<file path="config.mk">
export PLATFORM = sky130hd
export DESIGN_NAME = bandai2003_unlock_host
export DESIGN_NICKNAME = d
export VERILOG_FILES = /design/src/rtl/bandai2003_pkg.sv /design/src/rtl/bandai2003_sin.sv /design/src/rtl/bandai2003_unlock_host.sv
export SDC_FILE = /design/constraint.sdc
export NUM_CORES = 1
export LEC_CHECK = 0
export ABC_AREA = 1
export CAP_MARGIN = 5
export CORE_MARGIN = 8
export CORE_UTILIZATION = 55
export DETAILED_ROUTE_END_ITERATION = 10
export GPL_ROUTABILITY_DRIVEN = 0
export PLACE_DENSITY = 0.87
export SETUP_SLACK_MARGIN = 0.1
export SLEW_MARGIN = 30
export SYNTH_ARGS = -nofsm -noshare
export SYNTH_HDL_FRONTEND = slang
export SYNTH_HIERARCHICAL = 1
export SYNTH_SLANG_ARGS = --single-unit
</file>
<file path="constraint.sdc">
create_clock -name CLK -period 2.7 [get_ports CLK]
set_clock_uncertainty 0.05 [all_clocks]
set_input_delay 0.405 -clock CLK [delete_from_list [all_inputs] [get_ports CLK]]
set_output_delay 0.405 -clock CLK [all_outputs]
set_load 0.01 [all_outputs]
</file>
<file path="src/rtl/bandai2003_pkg.sv">
// rtl/bandai2003_pkg.sv - shared constants and enums for the Bandai 2003 unlock host
package bandai2003_pkg;

    localparam logic [7:0]  KEY_ACK     = 8'h5A;
    localparam logic [7:0]  KEY_NAK     = 8'hA5;
    localparam logic [7:0]  ADDR_NIH    = 8'hFF;
    localparam logic [15:0] UNLOCK_CODE = 16'h28A0;
    localparam int          FRAME_LEN   = 18;

    typedef enum logic [1:0] {
        ERR_NONE    = 2'd0,
        ERR_TIMEOUT = 2'd1,
        ERR_FRAMING = 2'd2,
        ERR_PAYLOAD = 2'd3
    } err_e;

    typedef enum logic [2:0] {
        ST_IDLE       = 3'd0,
        ST_KEY0       = 3'd1,
        ST_KEY1       = 3'd2,
        ST_WAIT_START = 3'd3,
        ST_DATA       = 3'd4,
        ST_STOP       = 3'd5
    } state_e;

endpackage

</file>
<file path="src/rtl/bandai2003_sin.sv">
// rtl/bandai2003_sin.sv - serial reply deframer: start detect, LSB-first shift, stop check
module bandai2003_sin
    import bandai2003_pkg::*;
(
    input  logic        clk,
    input  logic        rst_n,
    input  logic        clr,
    input  logic        hunt,
    input  logic        shift,
    input  logic        stop,
    input  logic        si,
    output logic        start_det,
    output logic        data_last,
    output logic        valid,
    output logic        framing_err,
    output logic [15:0] data
);

    logic [3:0]  cnt_q, cnt_d;
    logic        full_q, full_d;
    logic [15:0] data_q, data_d;

    assign start_det   = hunt & ~si;
    assign data_last   = shift & ~full_q & (cnt_q == 4'hF);
    assign valid       = stop & ~si;
    assign framing_err = stop & si;
    assign data        = data_q;

    // full_q freezes the shifter once 16 bits are in, so the counter never wraps
    always_comb begin
        cnt_d  = cnt_q;
        full_d = full_q;
        data_d = data_q;
        if (clr) begin
            cnt_d  = 4'd0;
            full_d = 1'b0;
            data_d = 16'h0000;
        end else if (start_det) begin
            cnt_d  = 4'd0;
            full_d = 1'b0;
        end else if (shift && !full_q) begin
            data_d = {si, data_q[15:1]};
            if (cnt_q == 4'hF) begin
                full_d = 1'b1;
            end else begin
                cnt_d = cnt_q + 4'd1;
            end
        end
    end

    always_ff @(posedge clk or negedge rst_n) begin
        if (!rst_n) begin
            cnt_q  <= 4'd0;
            full_q <= 1'b0;
            data_q <= 16'h0000;
        end else begin
            cnt_q  <= cnt_d;
            full_q <= full_d;
            data_q <= data_d;
        end
    end

endmodule

</file>
<file path="src/rtl/bandai2003_unlock_host.sv">
// rtl/bandai2003_unlock_host.sv - unlock handshake initiator: key sequence, reply check, ctrl flag
module bandai2003_unlock_host
    import bandai2003_pkg::*;
#(
    parameter int          TIMEOUT = 8,
    parameter logic [15:0] EXPECT  = UNLOCK_CODE
) (
    input  logic        CLK,
    input  logic        RSTn,
    input  logic        start,
    input  logic        SI,
    output logic [7:0]  ADDR_O,
    output logic        ADDR_OE,
    output logic        busy,
    output logic        done,
    output logic        ok,
    output logic [1:0]  err,
    output logic [15:0] code,
    output logic        ctrl_b7
);

    localparam int TW = $clog2(TIMEOUT + 1);

    state_e        state_q, state_d;
    logic [TW-1:0] tcnt_q, tcnt_d;
    logic [7:0]    addr_q, addr_d;
    logic          oe_q, oe_d;
    logic          busy_q, busy_d;
    logic          done_q, done_d;
    logic          ok_q, ok_d;
    err_e          err_q, err_d;
    logic          ctrl_q, ctrl_d;
    logic          clr;
    logic          start_det, data_last, valid, framing_err;
    logic [15:0]   rx_data;

    bandai2003_sin u_sin (
        .clk         (CLK),
        .rst_n       (RSTn),
        .clr         (clr),
        .hunt        (state_q == ST_WAIT_START),
        .shift       (state_q == ST_DATA),
        .stop        (state_q == ST_STOP),
        .si          (SI),
        .start_det   (start_det),
        .data_last   (data_last),
        .valid       (valid),
        .framing_err (framing_err),
        .data        (rx_data)
    );

    always_comb begin
        state_d = state_q;
        tcnt_d  = tcnt_q;
        ok_d    = ok_q;
        err_d   = err_q;
        ctrl_d  = ctrl_q;
        done_d  = 1'b0;
        clr     = 1'b0;
        case (state_q)
            ST_IDLE: begin
                if (start) begin
                    state_d = ST_KEY0;
                    ok_d    = 1'b0;
                    err_d   = ERR_NONE;
                    clr     = 1'b1;
                end
            end
            ST_KEY0: state_d = ST_KEY1;
            ST_KEY1: begin
                state_d = ST_WAIT_START;
                tcnt_d  = '0;
            end
            ST_WAIT_START: begin
                if (start_det) begin
                    state_d = ST_DATA;
                end else if (tcnt_q == TW'(TIMEOUT)) begin
                    state_d = ST_IDLE;
                    err_d   = ERR_TIMEOUT;
                    done_d  = 1'b1;
                end else begin
                    tcnt_d = tcnt_q + 1'b1;
                end
            end
            ST_DATA: begin
                if (data_last) state_d = ST_STOP;
            end
            ST_STOP: begin
                state_d = ST_IDLE;
                done_d  = 1'b1;
                if (framing_err) begin
                    err_d = ERR_FRAMING;
                end else if (valid && rx_data != EXPECT) begin
                    err_d = ERR_PAYLOAD;
                end else begin
                    ok_d   = 1'b1;
                    ctrl_d = 1'b1;
                end
            end
            default: state_d = ST_IDLE;
        endcase
    end

    // Bus-facing outputs are registered from the next state so they line up with it
    always_comb begin
        case (state_d)
            ST_KEY0: addr_d = KEY_ACK;
            ST_KEY1: addr_d = KEY_NAK;
            default: addr_d = ADDR_NIH;
        endcase
        oe_d   = (state_d != ST_IDLE);
        busy_d = (state_d != ST_IDLE);
    end

    always_ff @(posedge CLK or negedge RSTn) begin
        if (!RSTn) begin
            state_q <= ST_IDLE;
            tcnt_q  <= '0;
            addr_q  <= ADDR_NIH;
            oe_q    <= 1'b0;
            busy_q  <= 1'b0;
            done_q  <= 1'b0;
            ok_q    <= 1'b0;
            err_q   <= ERR_NONE;
            ctrl_q  <= 1'b0;
        end else begin
            state_q <= state_d;
            tcnt_q  <= tcnt_d;
            addr_q  <= addr_d;
            oe_q    <= oe_d;
            busy_q  <= busy_d;
            done_q  <= done_d;
            ok_q    <= ok_d;
            err_q   <= err_d;
            ctrl_q  <= ctrl_d;
        end
    end

    assign ADDR_O  = addr_q;
    assign ADDR_OE = oe_q;
    assign busy    = busy_q;
    assign done    = done_q;
    assign ok      = ok_q;
    assign err     = err_q;
    assign code    = rx_data;
    assign ctrl_b7 = ctrl_q;

endmodule
</file>
# == Word level (Yosys, flattened, before mapping) ==
# Cells that the tools add are included.
# word_totals
ff_bits,42
inputBits,4
output_inout_bits,31
# classes
add_sub_neg,2
n_eq_ne,19
n_mux,35
bitwise,9
n_reduce_logical,18
# ops
operator,count
$mux 16,3
$mux 4,6
$ne 16x14->1 const B,1
$pmux 8 s2,1
$pmux 3 s5,1
$ne 2x2->1 const B,7
$mux 3,4
$reduce_bool 3->1,4
$mux 1,11
$mux 2,5
$eq 3x2->1 const B,3
$add 4x1->4 const B,2
$eq 4x4->1 const B,2
$pmux 4 s2,1
$eq 3x1->1 const B,2
$eq 3x3->1 const B,2
$ne 3x3->1 const B,2
$pmux 2 s3,1
$reduce_and 2->1,3
$reduce_and 3->1,2
$reduce_bool 2->1,3
$and 1x1->1,5
$reduce_and 5->1,1
$not 1->1,4
other kinds (5),7

# == Longest topological paths before layout ==
# logic_depth
ltp_word,7
mapped_depth,11
depth_no_buf,11

# == Cells and area by module ==
# The synthesis kept the hierarchy.
# by_module_without_submodules
mod,instances,cells_per_inst,area_per_inst_um2,seq_area_each_um2
bandai2003_sin,1,118,979.7,525.5
bandai2003_unlock_host,1,108,839.6,377.9

# == Worst setup path before layout ==
# Ideal clock, no wire load.
# synth_path
kind,reg-to-reg
from,register state_q[2]
to,register tcnt_q[3]
setup_time_ps,120
t_arrival_ps,1364
setup_slack_ps,1166
stages_incl_launch_ff,12
synth_period_minus_slack_ps,1534
path_cell_list,dfrtp_1 inv_2 nand3_2 inv_4 nand2_1 inv_2 nor3_2 nand2_1 nand2_2 nand2_1 o21ai_0 nor2_1
# synth_via
elab_chain_cells,4
elab_cells_between_ends,8
# synth_rtl
item,line,rtl
"start, declared",bandai2003_unlock_host.sv:24,"state_e state_q, state_d;"
"start signal, assigned",bandai2003_unlock_host.sv:127,state_q <= state_d;
$eq 3x2->1,bandai2003_unlock_host.sv:41,".hunt (state_q == ST_WAIT_START),"
$and 1x1->1,bandai2003_sin.sv:23,assign start_det = hunt & ~si;
named net start_det,bandai2003_unlock_host.sv:34,"logic start_det, data_last, valid, framing_err;"
$ne 2x2->1 (no source line),-,
$reduce_and 3->1 (no source line),-,
"end signal, assigned",bandai2003_unlock_host.sv:128,tcnt_q <= tcnt_d;
"end, declared",bandai2003_unlock_host.sv:25,"logic [TW-1:0] tcnt_q, tcnt_d;"
# The timed path passes the listed nets, and every way through them passes these cells.
# A chain may end at the register's enable or synchronous reset.

# == Final worst setup path ==
# layout_path
from,register state_q[1]
to,"register u_sin.data_q[2], in the netlist u_sin/data[2]"
# layout_via
elab_chain_cells,4
elab_cells_between_ends,10
# layout_rtl
item,line,rtl
$eq 3x2->1 (tied with other cells),bandai2003_unlock_host.sv:41,
$and 1x1->1 (tied with other cells),bandai2003_sin.sv:23,
$ne 2x2->1 (no source line) / $reduce_bool 2->1 (equally long branches),-,
$reduce_and 2->1 (no source line),-,
"end signal, assigned",bandai2003_sin.sv:59,data_q <= data_d;
"end, declared",bandai2003_sin.sv:21,"logic [15:0] data_q, data_d;"
# Several ways; a longest one is shown, not always the timed one.

==> summary.txt <==
FMAX: 0.501 GHz
First-pass iteration count of the detailed router: 4
Critical Path RT: 2.91 ns
DRC: 0
DP Area: 0.00213 mm2
Area of the die: 0.00540 mm2
Complex-gate fraction of the synthesized area: 0.0729
Combinational family with the most area after synthesis: simple AND/OR/NAND/NOR gates
XOR/XNOR share of the synthesized area: 0.00481
H-tree depth: 2
CTS Sinks: 36
Share of post-route cells with drive strength above 1: 0.0817
Initial DRC count: 73
Post-synth EDFFs: 0
#FFs+latches synth: 36
CP Capture Type: flip-flop
Gr ovfl total: 0
Final worst path period need: 2.00 ns
Most common cell in the netlist: nand2_1
Cts bufs inserted: 5
Delay-heaviest family, CP: simple AND/OR/NAND/NOR gates
Max Cap Viol: 0
Detailed Route WL: 3700 um
Syn_nets: 233
Root Buffer: clkbuf_4
Die width: 73.5 um
Delay of the slowest critical-path stage: 0.51 ns
Switching share of total power: 0.365
Final max-slew violation count: 0
Routed via count: 1538
Worst-path cell chain: inv_1, nand2_1, nor2_1, nand2_1, nor2_4, nand3_1, o21ai_0
Crit path from: state_q[1]$_DFF_PN0_
Row count: 21
Cts hold-fix bufs: 0
Avg Vias per Cell: 5.08
Area Overhead vs Synth: 21.4%
Post-Syn Area: 0.00182 mm2
Die Ht: 73.5 um
Reg clk slew, reported paths: 0.11 ns
Syn avg cell area: 8.05 um2
Diode count: 0
Most used cell, CP: nand2_1
YS warnings: 6
Power Density: 762 mW/mm2
Arrival @ worst endpoint: 2.21 ns
P_sw: 0.000615 W
Cell variety after synth: 24
Post-synth top area cell: dfrtp_1
Clock Power Share: 0.220
Mapped Cells: 226
Drt wl/cell: 12.2 um
Worst-path maximum fanout: 31
Gate power share: 0.374
First-pass GRT wire length: 6080 um
I/O Pins: 35
Reg2reg start: state_q[1]$_DFF_PN0_
Tot GR Track Use: 0.147
Setup Buffers After CTS: 0
Final Instance Area: 0.00221 mm2
Outcome: finished clean
Total Nets Final: 263
Core box area: 0.00326 mm2
CTS tree: built
Setup TNS: 0 ns
Final setup vio count: 0
RSZ-0062 raised after global routing: no
Final worst-path cycle share: 0.740
CP Class: reg -> reg
Simple-Gate Fraction of Synth Area: 0.291
Commonest cells in the netlist: nand2_1, dfrtp_1, nand3_1
Adder-cell share of the synthesized area: 0.0206
Worst Setup Start Kind: flip-flop
Sequential area share after synthesis: 0.497
CTS max path bufs: 2
Post-synth top area share: 0.468
Final setup margin: 0.703 ns
Worst vdd ir: 345 uV
Top FF cell, synth: dfrtp_1
Sequential power share: 0.406
Initial antenna violation count: 0
WP buf/inv: 1
Port Buffers: 34
Final Hold Fails: 0
Largest cells by area after synthesis: dfrtp_1, nand2_1, nand3_1
Final ANT Viol Nets: 0
Post-synthesis mux area share: 0
Worst Tran Pin Value: 0.579 ns
Setup WS pre-CTS: 0.683 ns
Max_slew headroom: 0.613
Internal: 0.00107 W
Slowest cell on crit path: nor2_4
Detailed Place HPWL: 2700 um
Clock Latency Late Sink: 0.35 ns
Vias in the first global route: 1406
Largest net degree at the start of global routing: 37
Resize count post-CTS: 0
Initial Util: 0.558
Asr flop ratio synth: 1.00
LEAKAGE: 1.04 nW
Worst Hold Class: in -> async
kinds of logic (layout without fill, tap and decap cells):
family / Yosys count / in the layout
simple gates: 119 / 119
buf+inv: 41 / 72
xor+xnor: 1 / 1
compound gates: 26 / 26
flops: 36 / 36
fa+ha+maj: 3 / 3
sequential cells by signal (all words and copies together) (netlist names):
| register | flops |
|---|---|
| u_sin/data | 16 |
| u_sin/full_q | 1 |
| tcnt_q | 4 |
| err | 2 |
| done | 1 |
| busy | 1 |
| ctrl_b7 | 1 |
| ok | 1 |
| ADDR_O | 2 |
| state_q | 3 |
| u_sin/cnt_q | 4 |
per-layer routing:
layer  up-vias  share of wire  track usage  wire [um]
li1        782              -            -          -
met1       710           0.44        0.167       1640
met2        39           0.48        0.241       1780
met3         7          0.053       0.0314        196
met4         0          0.022       0.0976         81
met5         -              0            0          0
final timing paths:
| path | end | cells after the start | slack (ns) |
|---|---|---|---|
| max in group asynchronous | ADDR_O[6]$_DFF_PN1_ | 2 | 1.85 |
| min reg2reg | ctrl_b7$_DFFE_PN0P_ | 2 | 0.43 |
| min | u_sin/data[1]$_DFFE_PN0P_ | 2 | 0.40 |
| max reg2reg | u_sin/data[2]$_DFFE_PN0P_ | 7 | 0.70 |
| max | u_sin/data[2]$_DFFE_PN0P_ | 7 | 0.70 |
| min in group CLK | ctrl_b7$_DFFE_PN0P_ | 2 | 0.43 |
power by group through the flow:
stage               Sequential [W]  Clock, W  Combinational [W]
global placement          0.000687         0           0.000618
detailed placement        0.000694         0           0.000633
CTS                       0.000684  0.000379           0.000638
floorplan                 0.000700         0           0.000440
finish                    0.000683  0.000370           0.000630
global route              0.000692  0.000405           0.000711
cells in the final DEF, fill, tap and decap left out, drive strengths merged:
| master | netlist | routed |
|---|---|---|
| nand3 | 32 | 32 |
| nor2 | 28 | 28 |
| o31ai | 1 | 1 |
| o21ai | 24 | 24 |
| clkinv | 0 | 1 |
| xor2 | 1 | 1 |
| buf | 13 | 2 |
| clkdlybuf4s50 | 0 | 34 |
| nand2 | 54 | 54 |
| a21oi | 1 | 1 |
| clkbuf | 0 | 6 |
| ha | 3 | 3 |
| inv | 28 | 28 |
| bufinv | 0 | 1 |
| dfrtp | 34 | 34 |
| dfstp | 2 | 2 |
| nand4 | 3 | 3 |
| nor3 | 2 | 2 |
per-stage QoR:
| step | util | power (W) | hold WS, ns | instances |
|---|---|---|---|---|
| global placement | 0.654 | 0.00131 | 0.396 | 295 |
| finish | 0.678 | 0.00168 | 0.403 | 303 |
| CTS | 0.678 | 0.00170 | 0.415 | 303 |
| detailed placement | 0.654 | 0.00133 | 0.411 | 295 |
| floorplan | - | 0.00114 | 0.0594 | 226 |
| global route | 0.678 | 0.00181 | 0.452 | 303 |
area by class of cell:
cell class              count  area, um2
clock buffers               6       41.3
clock inverters             2       35.0
fillers                   277       1050
inverters                  28        108
multi-input cells         149        708
flip-flops and latches     36        903
well taps                  46       57.6
repair buffers             36        355
Note: power is estimated with default switching activity, not from simulation.
